===== config.mk =====
export PLATFORM = sky130hd
export DESIGN_NAME = stream_mux_rr
export DESIGN_NICKNAME = d
export VERILOG_FILES = /design/src/rtl/mux_pkg.sv /design/src/rtl/rr_arbiter.sv /design/src/rtl/stream_mux_rr.sv
export SDC_FILE = /design/constraint.sdc
export NUM_CORES = 1
export LEC_CHECK = 0
export ABC_AREA = 1
export CORE_MARGIN = 4
export CORE_UTILIZATION = 36
export DETAILED_ROUTE_END_ITERATION = 6
export GPL_ROUTABILITY_DRIVEN = 0
export PLACE_DENSITY_LB_ADDON = 0.3
export SLEW_MARGIN = 0
export SYNTH_ARGS = -nofsm -noshare
export SYNTH_HDL_FRONTEND = slang
export SYNTH_SLANG_ARGS = --single-unit

===== constraint.sdc =====
create_clock -name clk -period 2.6 [get_ports clk]
set_input_delay 0.39 -clock clk [delete_from_list [all_inputs] [get_ports clk]]
set_output_delay 0.39 -clock clk [all_outputs]
set_load 0.01 [all_outputs]

===== src/rtl/mux_pkg.sv =====
`timescale 1ns/1ps
// mux_pkg
// Shared types and helpers for the streaming multiplexer family.
//   prio_mode_t    : arbitration policy (round-robin / fixed lowest-index)
//   MAX_CH         : largest channel count the shared helpers support
//   MAX_SEL_W      : index width matching MAX_CH
//   next_rr_index  : round-robin search starting after the previous winner
package mux_pkg;

    typedef enum logic {
        PRIO_RR    = 1'b0,
        PRIO_FIXED = 1'b1
    } prio_mode_t;

    localparam int MAX_CH    = 64;
    localparam int MAX_SEL_W = 6;

    // Returns the first set bit of req at or after last+1, wrapping modulo n.
    // Callers zero-extend their request vector and index into the MAX_* widths.
    // With no request set the previous index is returned unchanged.
    function automatic logic [MAX_SEL_W-1:0] next_rr_index(
        input logic [MAX_CH-1:0]    req,
        input logic [MAX_SEL_W-1:0] last,
        input int                   n
    );
        logic [MAX_SEL_W-1:0] idx;
        logic                 found;
        int                   cand;
        idx   = last;
        found = 1'b0;
        for (int k = 1; k <= MAX_CH; k++) begin
            cand = (int'(last) + k) % n;
            if (k <= n && !found && req[MAX_SEL_W'(cand)]) begin
                idx   = MAX_SEL_W'(cand);
                found = 1'b1;
            end
        end
        return idx;
    endfunction

endpackage


===== src/rtl/rr_arbiter.sv =====
`timescale 1ns/1ps
// rr_arbiter
// Purely combinational N-way arbiter, round-robin or fixed lowest-index.
// Ports:
//   req        in  [CHANNELS]  request vector
//   last_grant in  [SEL_W]     index of the previous winner (round-robin pointer)
//   prio_mode  in  prio_mode_t policy select
//   grant      out [CHANNELS]  one-hot grant, all zero when nothing requests
//   grant_idx  out [SEL_W]     index of the granted channel (0 when none)
//   any_grant  out 1           some channel is granted
module rr_arbiter
    import mux_pkg::*;
#(
    parameter  int CHANNELS = 4,
    localparam int SEL_W    = $clog2(CHANNELS)
) (
    input  logic [CHANNELS-1:0] req,
    input  logic [SEL_W-1:0]    last_grant,
    input  prio_mode_t          prio_mode,
    output logic [CHANNELS-1:0] grant,
    output logic [SEL_W-1:0]    grant_idx,
    output logic                any_grant
);

    logic [SEL_W-1:0] w_rr_idx;
    logic [SEL_W-1:0] w_fixed_idx;

    assign w_rr_idx = SEL_W'(next_rr_index(MAX_CH'(req), MAX_SEL_W'(last_grant), CHANNELS));

    // Scan from the top down so the lowest requesting index is written last.
    always_comb begin
        w_fixed_idx = '0;
        for (int i = CHANNELS - 1; i >= 0; i--) begin
            if (req[i]) begin
                w_fixed_idx = SEL_W'(i);
            end
        end
    end

    always_comb begin
        any_grant = |req;
        grant_idx = '0;
        grant     = '0;
        if (any_grant) begin
            grant_idx = (prio_mode == PRIO_FIXED) ? w_fixed_idx : w_rr_idx;
            grant     = CHANNELS'(1) << grant_idx;
        end
    end

endmodule


===== src/rtl/stream_mux_rr.sv =====
`timescale 1ns/1ps
// stream_mux_rr
// N-to-1 valid/ready stream multiplexer with a built-in arbiter and one
// registered output stage.
// Ports:
//   clk         in  1                  rising-edge clock
//   rst_n       in  1                  asynchronous active-low reset
//   in_data     in  [CHANNELS][WIDTH]  per-channel payload
//   in_valid    in  [CHANNELS]         per-channel request
//   in_ready    out [CHANNELS]         per-channel accept, at most one bit high
//   prio_mode   in  1                  0 = round-robin, 1 = fixed (lowest index)
//   out_data    out [WIDTH]            registered selected payload
//   out_channel out [SEL_W]            channel that supplied out_data
//   out_valid   out 1                  output register holds data
//   out_ready   in  1                  consumer accept
//
// Handshake: a word moves on any interface on a clock edge where valid and
// ready are both high; valid never depends on ready on the producing side,
// and in_ready here is a combinational function of in_valid, out_ready,
// out_valid, prio_mode and the round-robin pointer.
module stream_mux_rr
    import mux_pkg::*;
#(
    parameter  int WIDTH    = 32,
    parameter  int CHANNELS = 4,
    localparam int SEL_W    = $clog2(CHANNELS)
) (
    input  logic                           clk,
    input  logic                           rst_n,
    input  logic [CHANNELS-1:0][WIDTH-1:0] in_data,
    input  logic [CHANNELS-1:0]            in_valid,
    output logic [CHANNELS-1:0]            in_ready,
    input  logic                           prio_mode,
    output logic [WIDTH-1:0]               out_data,
    output logic [SEL_W-1:0]               out_channel,
    output logic                           out_valid,
    input  logic                           out_ready
);

    logic [WIDTH-1:0]    r_out_data;
    logic [SEL_W-1:0]    r_out_channel;
    logic                r_out_valid;
    logic [SEL_W-1:0]    r_last_grant;

    logic                w_load_en;
    logic [CHANNELS-1:0] w_req;
    logic [CHANNELS-1:0] w_grant;
    logic [SEL_W-1:0]    w_grant_idx;
    logic                w_any_grant;
    logic [WIDTH-1:0]    w_sel_data;

    // The register can take a new word when it is empty or draining now.
    assign w_load_en = !r_out_valid || out_ready;
    assign w_req     = w_load_en ? in_valid : '0;

    rr_arbiter #(
        .CHANNELS (CHANNELS)
    ) u_arb (
        .req        (w_req),
        .last_grant (r_last_grant),
        .prio_mode  (prio_mode_t'(prio_mode)),
        .grant      (w_grant),
        .grant_idx  (w_grant_idx),
        .any_grant  (w_any_grant)
    );

    // Grants only go to requesting channels, so any grant is a transfer.
    assign in_ready   = rst_n ? w_grant : '0;
    assign w_sel_data = in_data[w_grant_idx];

    always_ff @(posedge clk or negedge rst_n) begin
        if (!rst_n) begin
            r_out_valid   <= 1'b0;
            r_out_data    <= '0;
            r_out_channel <= '0;
            // Pointer at the top channel so channel 0 wins first.
            r_last_grant  <= SEL_W'(CHANNELS - 1);
        end else if (w_any_grant) begin
            r_out_valid   <= 1'b1;
            r_out_data    <= w_sel_data;
            r_out_channel <= w_grant_idx;
            r_last_grant  <= w_grant_idx;
        end else if (out_ready) begin
            // Drained with nothing behind it: payload is kept, only valid drops.
            r_out_valid   <= 1'b0;
        end
    end

    assign out_valid   = r_out_valid;
    assign out_data    = r_out_data;
    assign out_channel = r_out_channel;

endmodule


Yosys cells after proc, flatten, opt, wreduce, memory -nomap -nowiden
Index checks and enable logic that the tools add are counted.
{"block": "word_totals", "elab_cells": 64, "out_inout_bits": 39, "register_bits": 37}
{"block": "op_classes", "n_mux": 32, "shifts": 1, "n_bitwise": 4, "reduce_logical": 14, "n_lt_le_gt_ge": 5, "n_addsub": 4}
{"op": "32-bit binary-select mux with 2-bit select", "count": 1}
{"op": "3-bit by 8-bit < comparator with 1-bit output, second input constant", "count": 4}
{"op": "32-bit two-way mux", "count": 1}
{"op": "2-bit two-way mux", "count": 10}
{"op": "1-bit two-way mux", "count": 13}
{"op": "1-bit binary-select mux with 3-bit select", "count": 4}
{"op": "4-bit two-way mux", "count": 3}
{"op": "2-bit OR reduction", "count": 4}
{"op": "2-bit by 1-bit adder with 2-bit output, second input constant", "count": 2}
{"op": "2-bit adder, second input constant", "count": 2}
{"op": "1-bit AND, first input constant", "count": 4}
{"op": "1-bit logical NOT", "count": 4}
{"op": "4-bit OR reduction", "count": 1}
{"op": "1-bit by 2-bit left shift with 4-bit output, first input constant", "count": 1}
{"op": "1-bit logical AND", "count": 3}
{"op": "2-bit by 3-bit < comparator with 1-bit output, second input constant", "count": 1}
{"op": "2-bit nonzero test", "count": 1}
{"op": "1-bit logical OR", "count": 1}

Logic depth before layout (Yosys ltp)
{"block": "depth", "ltp_word": 20, "ltp_mapped": 18, "ltp_nobuf": 15}

By module
Synthesis repeated with hierarchy kept, for this count alone.
{"block": "hier_totals", "hier_cells": 615, "area_unflattened_um2": 3343.2}
{"mod": "stream_mux_rr", "instances": 1, "cells_each": 544, "area_per_inst_um2": 2976.6}
{"mod": "rr_arbiter", "instances": 1, "cells_each": 71, "area_per_inst_um2": 366.6}

Worst setup path after synthesis
No wires, ideal clock.
{"block": "synth_timing", "kind": "register to output", "start": "register r_last_grant[0]", "end": "output in_ready[1]", "path_stages_with_launch": 12, "required_time_ns": 2.210, "setup_slack_ns": 0.302, "arrival_ns": 1.908, "path_cell_list": "dfstp_2 -> buf_6 -> inv_6 -> nand2_1 -> nand2_2 -> o21ai_2 -> nand3_1 -> nand3_4 -> nand3_2 -> buf_6 -> buf_6 -> nor3_1"}
{"block": "synth_via", "elab_chain_len": 20}
{"item": "start, declared", "line_no": "stream_mux_rr.sv:43", "text": "logic [SEL_W-1:0] r_last_grant;"}
{"item": "start signal, assigned", "line_no": "stream_mux_rr.sv:77", "text": "r_last_grant <= SEL_W'(CHANNELS - 1);"}
{"item": "start signal, assigned", "line_no": "stream_mux_rr.sv:82", "text": "r_last_grant <= w_grant_idx;"}
{"item": "2-bit by 1-bit adder with 2-bit output", "line_no": "mux_pkg.sv:32", "text": "cand = (int'(last) + k) % n;"}
{"item": "2-bit OR reduction (no line)"}
{"item": "1-bit AND (no line)"}
{"item": "1-bit binary-select mux with 3-bit select", "line_no": "mux_pkg.sv:33", "text": "if (k <= n && !found && req[MAX_SEL_W'(cand)]) begin"}
{"item": "1-bit two-way mux (not written as such) (2 in a row)", "line_no": "mux_pkg.sv:33"}
{"item": "1-bit two-way mux", "line_no": "mux_pkg.sv:33"}
{"item": "1-bit logical NOT", "line_no": "mux_pkg.sv:33"}
{"item": "1-bit logical AND", "line_no": "mux_pkg.sv:33"}
{"item": "[... 3 more ...]"}
{"item": "1-bit two-way mux", "line_no": "mux_pkg.sv:33"}
{"item": "1-bit logical NOT", "line_no": "mux_pkg.sv:33"}
{"item": "1-bit logical AND", "line_no": "mux_pkg.sv:33"}
{"item": "2-bit two-way mux (*)", "line_no": "mux_pkg.sv:33"}
{"item": "2-bit two-way mux (*)", "line_no": "rr_arbiter.sv:45", "text": "grant_idx = (prio_mode == PRIO_FIXED) ? w_fixed_idx : w_rr_idx;"}
{"item": "1-bit by 2-bit left shift with 4-bit output (*)", "line_no": "rr_arbiter.sv:46", "text": "grant = CHANNELS'(1) << grant_idx;"}
{"item": "4-bit two-way mux (*)", "line_no": "rr_arbiter.sv:44", "text": "if (any_grant) begin"}
{"item": "4-bit two-way mux (*)", "line_no": "stream_mux_rr.sv:68", "text": "assign in_ready = rst_n ? w_grant : '0;"}
{"item": "end, declared", "line_no": "stream_mux_rr.sv:32", "text": "output logic [CHANNELS-1:0] in_ready,"}
Mark *: on every way between the ends. The rest lies on a longest branch, timed or not. The select of a mux whose other input is x is not followed.

Worst setup path in the final report
{"block": "layout_timing", "start": "register r_last_grant[0]", "end": "output in_ready[3]"}
Same word-level chain as after synthesis.

==> impl_metrics.toml <==
[synthesis]
synthArstFlopShare_pct = 100
synth_top_cell_by_area = "dfrtp_1"
synthTopCellsByArea = "dfrtp_1, nand2_1, nand4_1"
synth-seq-area-share_pct = 30.7
avgSynthCellArea_sq_um = 6.32
synth_ff_type = "dfrtp_1"
synth-seq-cells = 37
synth_edf_count = 0
syn_inst = 478
synth_top_area_share_pct = 29.0
syn-num-nets = 614
yosys_warnings = 0
ys_types = 25
synthesis.area_sq_um = 3020

[min_path]
min_path_type = "reg2reg"
hold_path_depth = 2
min_from = "out_data[26]"
min_to = "out_data[26]"

[global_route]
grt_pass1_vias = 3654
met3_usage_pct = 6.24
antenna_found_initial = 0
grt_max_degree = 72
grt_overflow = 0
grt_pass1_wl_mm = 17.2
busiest_layer = "met2"
grt_util_met1_pct = 26.0
gr-usage-met2_pct = 35.4
grt_use_total_pct = 21.0

[drt]
ant_nets = 0
drt-pass1-iter-count = 6
via_per_inst = 4.99
drt_wl_total_mm = 11.1
drc = 0
wl_per_cell_um = 14.6
drt_iter0_markers = 107
num_vias = 3795

[sta]
timing_hold_violations_final = 0
rsz0062_at_grt = "yes"
worst_slack_ns = -0.0251
worst_pin_slew_ns = 0.432
slew_headroom_pct = 71.2
fin_crit_sh_pct = 101
fmax_mhz = 381
fin_tns_setup_ns = -0.0645
slew_violations = 0
fin_crit_ns = 2.63
finClkSkew_ns = 0.00396
setup-violations-final = 4

[power]
total_leakage_power_uw = 0.00249
switching_power_uw = 1740
power_frac_seq_pct = 25.5
clkPwrFrac_pct = 10.0
p_int_uw = 2300
swShare_pct = 43.1
pwr-share-comb_pct = 64.6
pwr_density_cell_nw_per_um2 = 786
peakVddDrop_uv = 501

[clocking]
clkTransAtPathRegs_ns = 0.07
cts_tree = "built"
clk_path_buf_depth = 2
cts_num_sinks = 37
clk_latency_ns = 0.28
h-tree-depth = 2
root_buffer = "clkbuf_8"
cts_inserted_buffers = 5

[critical_path]
crit_slowest_cell = "dfstp_2"
startpoint_type = "flip-flop"
crit_type = "reg2out"
cpMostUsedCell = "nand2_4"
r2r-start = "r_last_grant[0]"
critical_path_arrival_ns = 2.24
path_cells = "clkinv_4, nand2_4, nand2_4, o21ai_4, nand3_2, nand2_1, nand2_1, nand3_2, nand2_4, buf_6, nor3_2, buf_2"
r2r.worst_path.cells = 13
r2r_setup_slack_ns = 0.21
cp-end-kind = "primary output"
crit_path_start = "r_last_grant[0]"
r2r-end = "out_data[28]"
required_ns = 2.21
crit_path_max_incr_delay_ns = 0.64
cp_max_fo = 7

[die]
die_h_um = 99.6
core_sq_um = 8180
rows = 33
initial_core_util_pct = 37.0
io_pins = 175
die_area_sq_um = 9920
die_w_um = 99.6

[status]
violations = "setup timing"
outcome = "finished, violations left"

[final_layout]
nets = 791
area_delta_synth_final_pct = 70.1
postLayoutCoreUtil_pct = 62.9
fin_cells = 760
drive_gt1_share_pct = 13.7
antenna_cells = 0

[run]
drv_cap = 0

[place]
io_buffers = 174
dp.cells = 742
dp_hpwl_mm = 8.01
## sequential cells by signal, summed over array words and instances, names as in the netlist
signal	cells
out_channel	2
out_data	32
out_valid	1
r_last_grant	2
## worst max-delay path: cells and delay by family, from the launching register on
family / cells / cell delay, ns
simple gates: 8 / 0.69
compound gates: 1 / 0.19
flops: 1 / 0.64
buf+inv: 3 / 0.43
## placed cells by master (no fill, tap or decap), types with 2 or more instances in the layout
| master | netlist | final |
|---|---|---|
| nand3_4 | 1 | 6 |
| buf_6 | 7 | 2 |
| nand3_1 | 47 | 38 |
| dfstp_2 | 2 | 2 |
| buf_2 | 11 | 5 |
| nand2_1 | 210 | 203 |
| nand3_2 | 4 | 8 |
| nand4_1 | 54 | 54 |
| nand2_2 | 3 | 6 |
| o21ai_0 | 15 | 15 |
| nand2_4 | 1 | 4 |
| inv_1 | 48 | 47 |
| clkdlybuf4s50_1 | 0 | 169 |
| nor3_2 | 0 | 3 |
| o21ai_2 | 12 | 11 |
| clkbuf_8 | 0 | 6 |
| dfrtp_1 | 35 | 35 |
| buf_4 | 3 | 27 |
| inv_2 | 3 | 3 |
## stage by stage
step	worst slack (ns)	power (uW)	area, sq um	hold slack (ns)
after floorplan	0.302	2340	3020	0.0944
after global placement	-0.289	3340	4820	0.258
after detailed placement	-0.397	3400	4820	0.263
after CTS	0.00253	3840	4950	0.492
after global routing	-0.162	4360	5140	0.509
final	-0.0251	4040	5140	0.493
## how the worst max path moves through the flow
| stage | slack, ns | to |
|---|---|---|
| floorplan | 0.30 | in_ready[1] |
| global placement | -0.29 | in_ready[0] |
| detailed placement | -0.40 | in_ready[1] |
| CTS | 0.003 | in_ready[2] |
| global route | -0.16 | in_ready[0] |
| finish | -0.03 | in_ready[3] |
## power by group through the flow
stage          logic [uW]  registers, uW  clock network, uW
3_5_place_dp         2360           1040                  0
2_1_floorplan        1210           1130                  0
5_1_grt              2860           1070                436
6_report             2610           1030                402
4_1_cts              2400           1030                418
3_3_place_gp         2320           1030                  0
## per-layer routing
layer | up-vias | share of wire (%)
met1 | 1702 | 40
met5 | - | 0
met3 | 19 | 10
met2 | 175 | 48
met4 | 0 | 1.7
li1 | 1899 | -
## cell type report
type,instances,area [sq um]
multi-input cells,354,1820
clock buffers,7,86.3
inverters,52,203
fillers,737,3040
well taps,105,131
repair buffers,205,1970
flip-flops and latches,37,928
## timing repair
action,in CTS,in global routing
buffers inserted,3,7
setup endpoints to repair,4,37
hold buffers,1,0
gates resized for setup,16,39
pin swaps,2,14
hold endpoints to repair,6,0
## cells in the mapped netlist, types with 2 or more instances
cell / instances
o21ai_2: 12
nand4_1: 54
inv_1: 48
nand2_1: 210
clkbuf_1: 9
nand3_1: 47
dfrtp_1: 35
buf_1: 4
nor3_1: 3
buf_6: 7
nand2_2: 3
buf_4: 3
buf_2: 11
inv_2: 3
nand3_2: 4
dfstp_2: 2
o21ai_0: 15
## logic make-up (layout without fill, tap and decap cells)
| family | after synthesis | after routing | synth area share (%) |
|---|---|---|---|
| DFF | 37 | 37 | 30.7 |
| AOI/OAI and AO/OA | 28 | 28 | 6.21 |
| buffers and inverters | 87 | 264 | 13.9 |
| and+or+nand+nor | 326 | 326 | 49.2 |
(Power assumes the default switching activity.)
